## config.mk

```make
export PLATFORM = sky130hd
export DESIGN_NAME = percep_pipreg_macnet
export DESIGN_NICKNAME = d
export VERILOG_FILES = /design/src/rtl/percep_pipreg_macnet.sv
export SDC_FILE = /design/constraint.sdc
export NUM_CORES = 1
export LEC_CHECK = 0
export CAP_MARGIN = 20
export CORE_MARGIN = 2
export CORE_UTILIZATION = 63
export CTS_BUF_LIST = sky130_fd_sc_hd__clkbuf_8 sky130_fd_sc_hd__clkbuf_16
export DETAILED_ROUTE_END_ITERATION = 6
export DONT_BUFFER_PORTS = 1
export HOLD_SLACK_MARGIN = 0.03
export MAX_ROUTING_LAYER = met4
export PLACE_DENSITY = 0.79
export SLEW_MARGIN = 20
export SYNTH_ARGS = -nofsm -noshare
export SYNTH_HDL_FRONTEND = slang
export SYNTH_SLANG_ARGS = --single-unit
```

## constraint.sdc

```tcl
create_clock -name clk -period 8.4 [get_ports clk]
set_input_delay 0.84 -clock clk [delete_from_list [all_inputs] [get_ports clk]]
set_output_delay 0.84 -clock clk [all_outputs]
set_load 0.01 [all_outputs]
```

## src/rtl/percep_pipreg_macnet.sv

```systemverilog
// ---------------------------------------------------------------------------------------------
// percep_pipreg_macnet
//
// Pipeline register bank placed between the perceptron fp multipliers and the fp adders.
//
// Product path: NUM_LANE lanes of fp_prod travel through PROD_DEPTH register stages together
// with one valid bit per stage. The priority is rst > flush > stall > advance.
//   - flush   : every stage valid bit clears; data registers hold.
//   - stall   : all stages hold; the beat offered at the input is not captured.
//   - advance : stage0 takes {fp_prod, prod_vld}, stage k takes stage k-1.
// Data registers load on every advance whether or not the beat is valid; only the valid bits
// give the data meaning.
//
// Sum path: one register per lane. A per-lane clr_sum zeroes that lane and wins over stall and
// sum_vld. Otherwise the lane loads fp_sum when sum_vld is high and stall is low. flush does not
// touch the sum path.
//
// inflight is the number of valid product stages, registered alongside the stages. empty is
// inflight == 0, so it is high for the whole time rst is high.
//
// Ports
//   clk           in   clock, all state on posedge
//   rst           in   asynchronous active-high reset
//   stall         in   hold all stages this cycle
//   flush         in   invalidate all product stages
//   clr_sum       in   per-lane zero of fp_sum_pip
//   prod_vld      in   fp_prod carries a valid beat
//   fp_prod       in   lane products, lane i at [i*FP_WIDTH +: FP_WIDTH]
//   sum_vld       in   fp_sum carries a valid beat
//   fp_sum        in   lane partial sums, same packing
//   fp_prod_pip   out  product after PROD_DEPTH stages
//   prod_vld_pip  out  valid of fp_prod_pip
//   fp_sum_pip    out  registered partial sums
//   inflight      out  count of valid product stages
//   empty         out  inflight == 0
// ---------------------------------------------------------------------------------------------
module percep_pipreg_macnet #(
    parameter int unsigned FP_WIDTH   = 16,
    parameter int unsigned NUM_LANE   = 4,
    parameter int unsigned PROD_DEPTH = 2
) (
    input  logic                                  clk,
    input  logic                                  rst,
    input  logic                                  stall,
    input  logic                                  flush,
    input  logic [NUM_LANE-1:0]                   clr_sum,
    input  logic                                  prod_vld,
    input  logic [NUM_LANE*FP_WIDTH-1:0]          fp_prod,
    input  logic                                  sum_vld,
    input  logic [NUM_LANE*FP_WIDTH-1:0]          fp_sum,
    output logic [NUM_LANE*FP_WIDTH-1:0]          fp_prod_pip,
    output logic                                  prod_vld_pip,
    output logic [NUM_LANE*FP_WIDTH-1:0]          fp_sum_pip,
    output logic [$clog2(PROD_DEPTH+1)-1:0]       inflight,
    output logic                                  empty
);

    localparam int unsigned DataW = NUM_LANE * FP_WIDTH;
    localparam int unsigned CntW  = $clog2(PROD_DEPTH + 1);

    // ---------------------------------------------------------------------------------------
    // State
    // ---------------------------------------------------------------------------------------
    logic [DataW-1:0]      prod_data_q [PROD_DEPTH];
    logic [DataW-1:0]      prod_data_d [PROD_DEPTH];
    logic [PROD_DEPTH-1:0] prod_vld_q;
    logic [PROD_DEPTH-1:0] prod_vld_d;
    logic [CntW-1:0]       inflight_q;
    logic [CntW-1:0]       inflight_d;
    logic [DataW-1:0]      sum_q;
    logic [DataW-1:0]      sum_d;

    // ---------------------------------------------------------------------------------------
    // Product path next state
    // ---------------------------------------------------------------------------------------
    always_comb begin
        prod_data_d = prod_data_q;
        prod_vld_d  = prod_vld_q;
        if (flush) begin
            // Data registers keep their contents; only the valid bits are dropped.
            prod_vld_d = '0;
        end else if (!stall) begin
            prod_data_d[0] = fp_prod;
            prod_vld_d[0]  = prod_vld;
            for (int unsigned k = 1; k < PROD_DEPTH; k++) begin
                prod_data_d[k] = prod_data_q[k-1];
                prod_vld_d[k]  = prod_vld_q[k-1];
            end
        end
    end

    // Popcount of the post-update valid bits; bounded by PROD_DEPTH by construction.
    always_comb begin
        inflight_d = '0;
        for (int unsigned k = 0; k < PROD_DEPTH; k++) begin
            inflight_d = inflight_d + CntW'(prod_vld_d[k]);
        end
    end

    // ---------------------------------------------------------------------------------------
    // Sum path next state, lanes independent
    // ---------------------------------------------------------------------------------------
    always_comb begin
        sum_d = sum_q;
        for (int unsigned i = 0; i < NUM_LANE; i++) begin
            if (clr_sum[i]) begin
                sum_d[i*FP_WIDTH +: FP_WIDTH] = '0;
            end else if (!stall && sum_vld) begin
                sum_d[i*FP_WIDTH +: FP_WIDTH] = fp_sum[i*FP_WIDTH +: FP_WIDTH];
            end
        end
    end

    // ---------------------------------------------------------------------------------------
    // Registers
    // ---------------------------------------------------------------------------------------
    always_ff @(posedge clk or posedge rst) begin
        if (rst) begin
            for (int unsigned k = 0; k < PROD_DEPTH; k++) begin
                prod_data_q[k] <= '0;
            end
            prod_vld_q <= '0;
            inflight_q <= '0;
            sum_q      <= '0;
        end else begin
            for (int unsigned k = 0; k < PROD_DEPTH; k++) begin
                prod_data_q[k] <= prod_data_d[k];
            end
            prod_vld_q <= prod_vld_d;
            inflight_q <= inflight_d;
            sum_q      <= sum_d;
        end
    end

    // ---------------------------------------------------------------------------------------
    // Outputs
    // ---------------------------------------------------------------------------------------
    assign fp_prod_pip  = prod_data_q[PROD_DEPTH-1];
    assign prod_vld_pip = prod_vld_q[PROD_DEPTH-1];
    assign fp_sum_pip   = sum_q;
    assign inflight     = inflight_q;
    assign empty        = (inflight_q == '0);

endmodule

```

==> qor.tcl, run 1 <==
set qor(drv_slew) 0
set qor(finalHoldViolCount) 0
set qor(ctsRootBufferMaster) {clkbuf_16}
set qor(synth.cells.most_frequent) {196 x dfrtp_1, 128 x mux2_2, 67 x buf_4, 64 x nand2b_1, 64 x o21ai_0}
set qor(clk_transition_reported_paths_ns) 0.07
set qor(floorplan.initialDensity) 0.648
set qor(postSynthNetCount) 775
set qor(cpMostUsedCell) {buf_4}
set qor(grt_antenna_before_repair) 0
set qor(drt_wl_total_um) 16100
set qor(routedWlPerCell_um) 21.9
set qor(synth_compound_gate_area_share) 0.0372
set qor(worst-slew-pin-transition_ns) 0.944
set qor(yosys.area.top_type_share) 0.569
set qor(path_max_fanout) 73
set qor(worst_path_max_delay_cell) {buf_4}
set qor(drt_iter0_drc) 211
set qor(tritoncts_clock_tree) {yes}
set qor(postSynth.topFlopCell) {dfrtp_1}
set qor(timing.critical_path.from_type) {input pin}
set qor(dominant_combinational_cell_family_by_area_after_synthesis) {multiplexers}
set qor(yosysMostFrequentCell) {dfrtp_1}
set qor(synth.distinct_cells) 17
set qor(synth_area_leaders) {dfrtp_1 57%, mux2_2 17%, nand4bb_1 7.7%}
set qor(postSynthRegisterBits) 196
set qor(fin_skew_ns) 0.00843
set qor(post_synth_and_or_nand_nor_area_fraction) 0.133
set qor(area_delta_synth_final_pct) 1.28
set qor(ctsHoldBuffers) 0
set qor(ir_drop_mv) 0.167
set qor(post_synth_fa_ha_maj_area_fraction) 0.00145
set qor(syn_area_um2) 8620
set qor(post_synthesis_cell_type_with_the_largest_combined_area) {dfrtp_1}
set qor(asyncSetResetFlopFracSynth) 1.00
set qor(detail_route.vias_per_cell) 6.00
set qor(worst_slew_margin_rel) 0.371
set qor(dpl_worst_slack_ns) 5.53
set qor(leakagePower_nw) 3.61
set qor(seq_area_frac_synth) 0.569
set qor(grt_setup_unrepaired) {no}
set qor(achievable-frequency_ghz) 0.409
set qor(place_hpwl_um) 10900
set qor(yosys-mux-area-fraction) 0.170
set qor(crit_arrival_ns) 2.75
set qor(maxcap_viol_count) 0
set qor(max_h_tree_level) 4
set qor(worst_skew_pair.late_latency_ns) 0.42
set qor(placement_rows) 42
set qor(num-nets-final) 687
set qor(maximum_count_of_clock_buffers_along_a_single_path) 2
set qor(slowest_delay_ns) 0.81
set qor(insertedDiodeCount) 0
set qor(synth_edf_count) 0
set qor(clock_sink_count) 196
set qor(cts_setup_buffers) 0
set qor(first_global_vias) 4587
set qor(drtPass1Iterations) 4
set qor(grt.total_usage) 0.227
set qor(drtAntennaViolNets) 0
set qor(grt_start_max_net_pins) 119
set qor(finalCritPeriodShare) 0.291
set qor(detail_route.drc_violations) 0
set qor(layout-drive-gt1-share) 0.291
set qor(pwr_density_cell_nw_per_um2) 258
set qor(yosysWarnings) 0
set qor(fp.coreArea_um2) 13300
set qor(gr-total-overflow) 0
set qor(via_count) 4417
set qor(finalWorstPathRequiredPeriod_ns) 2.45
set qor(synth-xor-area-share) 0
set qor(worst_min_delay_path_category) {input pin to asynchronous set/reset pin}
set qor(tns_setup_ns) 0
set qor(fp.dieW_um) 121
set qor(timing.final.setup_violations) 0
set qor(crit_type) {input pin to register}
set qor(post_cts_resize_count) 0
set qor(die_h_um) 121
set qor(critical_path.cell_chain) {nor2_4, buf_4, buf_4, mux2_2}
set qor(status) {finished, final reports clean}
set qor(design.die.area_um2) 14600
set qor(postSynthAreaPerCell_um2) 13.6
set qor(num_io_pins) 270
set qor(cts_buffers) 17
set qor(post_synthesis_cells) 636
set qor(crit_required_ns) 8.71
set qor(portBuffers) 0
set qor(endpoint_kind) {register}
set qor(grt_first_pass_wirelength_um) 24700
set qor(gp_congestion) 0.851
set qor(postLayoutSetupSlackWorst_ns) 5.95
## metrics by stage
step                      hold WS (ns)  power [mW]  utilization  area [um2]  std cells
after floorplan                  0.475        1.49            -        8620        636
final                            0.425        2.25        0.657        8730        736
after global routing             0.481        2.34        0.657        8730        736
after detailed placement         0.489        1.43        0.610        8110        705
after CTS                        0.485        2.28        0.657        8730        736
after global placement           0.483        1.41        0.610        8110        705
## cells in the final DEF, fill, tap and decap left out, types with 3 or more instances in the layout
| master | count |
|---|---|
| mux2_2 | 128 |
| bufinv_16 | 4 |
| nand4bb_1 | 59 |
| clkbuf_16 | 17 |
| o21ai_0 | 64 |
| buf_4 | 4 |
| nor2_1 | 3 |
| inv_6 | 3 |
| or4bb_1 | 5 |
| dfrtp_1 | 196 |
| nand2b_1 | 64 |
## final timing paths
| path | startpoint | to | slack, ns | cells past startpoint |
|---|---|---|---|---|
| max | stall | prod_data_q[95]$_DFFE_PP0P_ | 5.95 | 4 |
| min | rst | prod_data_q[119]$_DFFE_PP0P_ | 0.42 | 1 |
| max reg2reg | prod_vld_q[1]$_DFF_PP0_ | inflight[0]$_DFF_PP0_ | 7.37 | 3 |
| min reg2reg | prod_data_q[100]$_DFFE_PP0P_ | fp_prod_pip[36]$_DFFE_PP0P_ | 0.50 | 1 |
| max in group asynchronous | rst | fp_prod_pip[44]$_DFFE_PP0P_ | 6.50 | 2 |
| min in group clk | prod_data_q[100]$_DFFE_PP0P_ | fp_prod_pip[36]$_DFFE_PP0P_ | 0.50 | 1 |
## per-layer routing
metal | track usage | part of all wire | vias up
met4 | 0.0930 | 0.024 | 0
met2 | 0.366 | 0.51 | 192
met3 | 0.0874 | 0.097 | 28
met1 | 0.256 | 0.37 | 2222
met5 | - | 0 | -
li1 | - | - | 1975
## worst max-delay path, delay by kind of cell
| kind | cells | cell delay (ns) |
|---|---|---|
| simple gates | 1 | 0.08 |
| buf+inv | 2 | 1.36 |
| mux | 1 | 0.43 |
## layout make-up
type	count	area [um2]
Inverter	1	11.3
Tap cell	176	220
Clock inverter	13	180
Multi-Input combinational cell	328	2950
Sequential cell	196	4900
Fill cell	945	4560
Timing Repair Buffer	4	30.0
Clock buffer	18	439
## flip-flops by register name (all words and copies together), names as in the netlist
| signal | count |
|---|---|
| fp_prod_pip | 64 |
| fp_sum_pip | 64 |
| inflight | 2 |
| prod_data_q | 64 |
| prod_vld_q | 2 |
## report_power, final
part,switching (mW),internal [mW],total (mW)
logic,0.0705,0.120,0.190
clock network,0.340,0.505,0.845
registers,0.137,1.08,1.22
## cells by family (layout without fill, tap and decap cells)
group | Yosys count | after routing
buffers and inverters | 112 | 36
flip-flops | 196 | 196
adder cells (fa/ha/maj) | 1 | 1
AO/OA/AOI/OAI | 64 | 64
AND/OR/NAND/NOR | 133 | 133
multiplexers | 130 | 130
(Power assumes the default switching activity.)
==> run 2, diff against run 1 <==
- CORE_UTILIZATION: 63 -> 57
- PLACE_DENSITY: 0.79 -> 0.75
- clock period: 8.4 -> 1.95 ns (I/O delays scaled with it)
==> qor.tcl, run 2 <==
set qor(yosysMostFrequentCell) {dfrtp_1}
set qor(floorplan.initialDensity) 0.589
set qor(post_synthesis_cells) 636
set qor(synth.cells.most_frequent) {196 x dfrtp_1, 128 x mux2_2, 67 x buf_4, 64 x nand2b_1, 64 x o21ai_0}
set qor(dpl_worst_slack_ns) 0.531
set qor(status) {stopped before the end}
set qor(clock_sink_count) 196
set qor(last-stage-reached) {clock tree synthesis (4_1_cts)}
set qor(ctsHoldBuffers) 152
set qor(yosys.area.top_type_share) 0.569
set qor(asyncSetResetFlopFracSynth) 1.00
set qor(post_synthesis_cell_type_with_the_largest_combined_area) {dfrtp_1}
set qor(syn_area_um2) 8620
set qor(synth_area_leaders) {dfrtp_1 57%, mux2_2 17%, nand4bb_1 7.7%}
set qor(postSynthAreaPerCell_um2) 13.6
set qor(yosysWarnings) 0
set qor(post_cts_resize_count) 0
set qor(synth.distinct_cells) 17
set qor(max_h_tree_level) 4
set qor(postSynth.topFlopCell) {dfrtp_1}
set qor(postSynthNetCount) 775
set qor(first_logged_error_message) {[ERROR RSZ-0060] Max buffer count reached.}
set qor(fp.dieW_um) 127
set qor(maximum_count_of_clock_buffers_along_a_single_path) 2
set qor(die_h_um) 127
set qor(num_io_pins) 270
set qor(ctsRootBufferMaster) {clkbuf_16}
set qor(seq_area_frac_synth) 0.569
set qor(postSynthRegisterBits) 196
set qor(place_hpwl_um) 11300
set qor(cts_buffers) 17
set qor(cts_setup_buffers) 0
set qor(gp_congestion) 0.771
set qor(placement_rows) 44
set qor(synth_edf_count) 0
set qor(portBuffers) 0
==> run 2: kinds of logic after synthesis <==
logic type | after synthesis | share of synthesized area
compound gates | 64 | 0.0372
fa+ha+maj | 1 | 0.00145
flops | 196 | 0.569
mux | 130 | 0.170
simple gates | 133 | 0.133
buf+inv | 112 | 0.0903
==> run 2: per-stage QoR <==
| step | instances | hold WS, ns | cell area (um2) |
|---|---|---|---|
| after floorplan | 636 | 0.276 | 8620 |
| after global placement | 726 | 0.192 | 8300 |
| after detailed placement | 726 | 0.194 | 8300 |
==> run 3, diff against run 2 <==
- CORE_UTILIZATION: 57 -> 40
- CTS_BUF_LIST: sky130_fd_sc_hd__clkbuf_8 sky130_fd_sc_hd__clkbuf_16 -> not set
- HOLD_SLACK_MARGIN: 0.03 -> not set
- MAX_ROUTING_LAYER: met4 -> not set
- PLACE_DENSITY: 0.75 -> not set
- PLACE_DENSITY_LB_ADDON: not set -> 0.15
- clock period: 1.95 -> 2.5 ns (I/O delays scaled with it)
==> qor.tcl, run 3 (synthesized netlist as in run 1, its figures left out) <==
set qor(status) {finished, final reports clean}
set qor(final_common_cell) {dfrtp_1}
set qor(drtAntennaViolNets) 0
set qor(area_delta_synth_final_pct) 20.7
set qor(drv_slew) 0
set qor(max_h_tree_level) 4
set qor(maximum_count_of_clock_buffers_along_a_single_path) 2
set qor(worst_hold_slack_ns) 0.0174
set qor(first_global_vias) 5484
set qor(finalWorstPathRequiredPeriod_ns) 1.64
set qor(cts_buffers) 17
set qor(ctsHoldBuffers) 145
set qor(num_io_pins) 270
set qor(clock_power_share) 0.370
set qor(worst_skew_pair.late_latency_ns) 0.42
set qor(cpMostUsedCell) {dlygate4sd3_1}
set qor(worst_slew_margin_rel) 0.597
set qor(tns_setup_ns) 0
set qor(achievable-frequency_ghz) 0.610
set qor(netSwitchingPower_mw) 1.99
set qor(endpoint_kind) {register}
set qor(share_comb_of_total_power) 0.107
set qor(met3RoutedLength_um) 1560
set qor(die_h_um) 151
set qor(worst-slew-pin-transition_ns) 0.604
set qor(design.die.area_um2) 22700
set qor(finalHoldViolCount) 0
set qor(layout-drive-gt1-share) 0.239
set qor(gr-total-overflow) 0
set qor(hold_path.startpoint) {fp_sum[12]}
set qor(r2r_end) {fp_sum_pip[54]$_DFFE_PP0P_}
set qor(grt_first_pass_wirelength_um) 29600
set qor(placement_rows) 53
set qor(critical_path.cell_chain) {dlygate4sd3_1, nand2b_1, o21ai_0, dlygate4sd3_1}
set qor(grt_setup_unrepaired) {no}
set qor(grt.total_usage) 0.168
set qor(post_cts_resize_count) 0
set qor(crit_arrival_ns) 1.95
set qor(floorplan.initialDensity) 0.409
set qor(gp_congestion) 0.794
set qor(leading_cell_types_in_the_layout_fill_and_taps_excluded) {196 x dfrtp_1, 145 x dlygate4sd3_1, 128 x mux2_2}
set qor(drtPass1Iterations) 4
set qor(ir_drop_mv) 0.417
set qor(pwr_density_cell_nw_per_um2) 750
set qor(cts_setup_buffers) 0
set qor(slowest_delay_ns) 0.85
set qor(worst_path_max_delay_cell) {dlygate4sd3_1}
set qor(whs_path_depth) 2
set qor(design_power_total_mw) 7.81
set qor(timing.critical_path.from_type) {input pin}
set qor(num-nets-final) 837
set qor(worst_min_delay_path_category) {input pin to register}
set qor(numPlacedInstances) 809
set qor(internal_power_mw) 5.81
set qor(fin_skew_ns) 0.00697
set qor(worst_reg_to_reg_path_cell_count) 3
set qor(detail_route.drc_violations) 0
set qor(switching_share) 0.255
set qor(finalCritPeriodShare) 0.656
set qor(crit_type) {input pin to register}
set qor(flop_pwr_share) 0.523
set qor(path_max_fanout) 17
set qor(via_count) 5079
set qor(timing.final.setup_violations) 0
set qor(holdPathEnd) {fp_sum_pip[12]$_DFFE_PP0P_}
set qor(leakagePower_nw) 4.18
set qor(routedWlPerCell_um) 19.3
set qor(final_cells) 986
set qor(r2r_start) {fp_sum_pip[54]$_DFFE_PP0P_}
set qor(insertedDiodeCount) 0
set qor(grt_start_max_net_pins) 68
set qor(place_hpwl_um) 12200
set qor(tritoncts_clock_tree) {yes}
set qor(clock_sink_count) 196
set qor(drt_wl_total_um) 19000
set qor(met2_length_um) 9680
set qor(grt_antenna_before_repair) 0
set qor(drt_iter0_drc) 178
set qor(route.layer.met1.wl_um) 7410
set qor(portBuffers) 0
set qor(maxcap_viol_count) 0
set qor(clk_transition_reported_paths_ns) 0.08
set qor(fp.dieW_um) 151
set qor(fp.coreArea_um2) 21100
set qor(top_layer_used) {met4}
set qor(num-fill-cells) 1832
set qor(ctsRootBufferMaster) {clkbuf_16}
set qor(detail_route.vias_per_cell) 5.15
set qor(crit_required_ns) 2.81
set qor(fin_util) 0.493
set qor(worst-r2r-setup-slack_ns) 1.19
[run 3: power by group through the flow]
stage | sequential [mW] | combinational (mW) | clock [mW]
detailed placement | 4.16 | 0.669 | 0
floorplan | 3.87 | 1.12 | 0
global placement | 4.14 | 0.625 | 0
CTS | 4.10 | 0.849 | 3.00
finish | 4.08 | 0.835 | 2.89
global route | 4.15 | 0.920 | 3.11
[run 3: routing by layer]
metal / vias to the layer above / track usage
met1: 2598 / 0.196
met5: - / 0
met3: 24 / 0.0651
met4: 0 / 0.0519
met2: 173 / 0.286
li1: 2284 / -
[run 3: worst max path at each step]
stage | from | slack [ns] | end
finish | clr_sum[3] | 0.86 | fp_sum_pip[54]$_DFFE_PP0P_
global route | clr_sum[3] | 0.80 | fp_sum_pip[60]$_DFFE_PP0P_
CTS | clr_sum[3] | 0.93 | fp_sum_pip[59]$_DFFE_PP0P_
detailed placement | stall | 1.03 | prod_data_q[93]$_DFFE_PP0P_
global placement | stall | 1.07 | prod_data_q[92]$_DFFE_PP0P_
floorplan | rst | -0.28 | fp_prod_pip[0]$_DFFE_PP0P_
[run 3: cell type report]
cell class | count | area [um2] | share of cell area
clock inverters | 13 | 188 | 0.0180
flip-flops and latches | 196 | 4900 | 0.472
multi-input cells | 328 | 2950 | 0.283
repair buffers | 154 | 1570 | 0.151
clock buffers | 19 | 443 | 0.0426
well taps | 275 | 344 | 0.0331
inverters | 1 | 7.51 | 0.000722
[run 3: stage by stage]
step                worst slack (ns)  area [um2]
floorplan                     -0.282        8620
CTS                            0.932       10400
detailed placement              1.03        8320
global placement                1.07        8320
global route                   0.801       10400
finish                         0.861       10400
[run 3: worst max-delay path, delay by kind of cell]
| kind | cells | cell delay, ns |
|---|---|---|
| buffers and inverters | 2 | 1.45 |
| and+or+nand+nor | 1 | 0.17 |
| AOI/OAI and AO/OA | 1 | 0.07 |
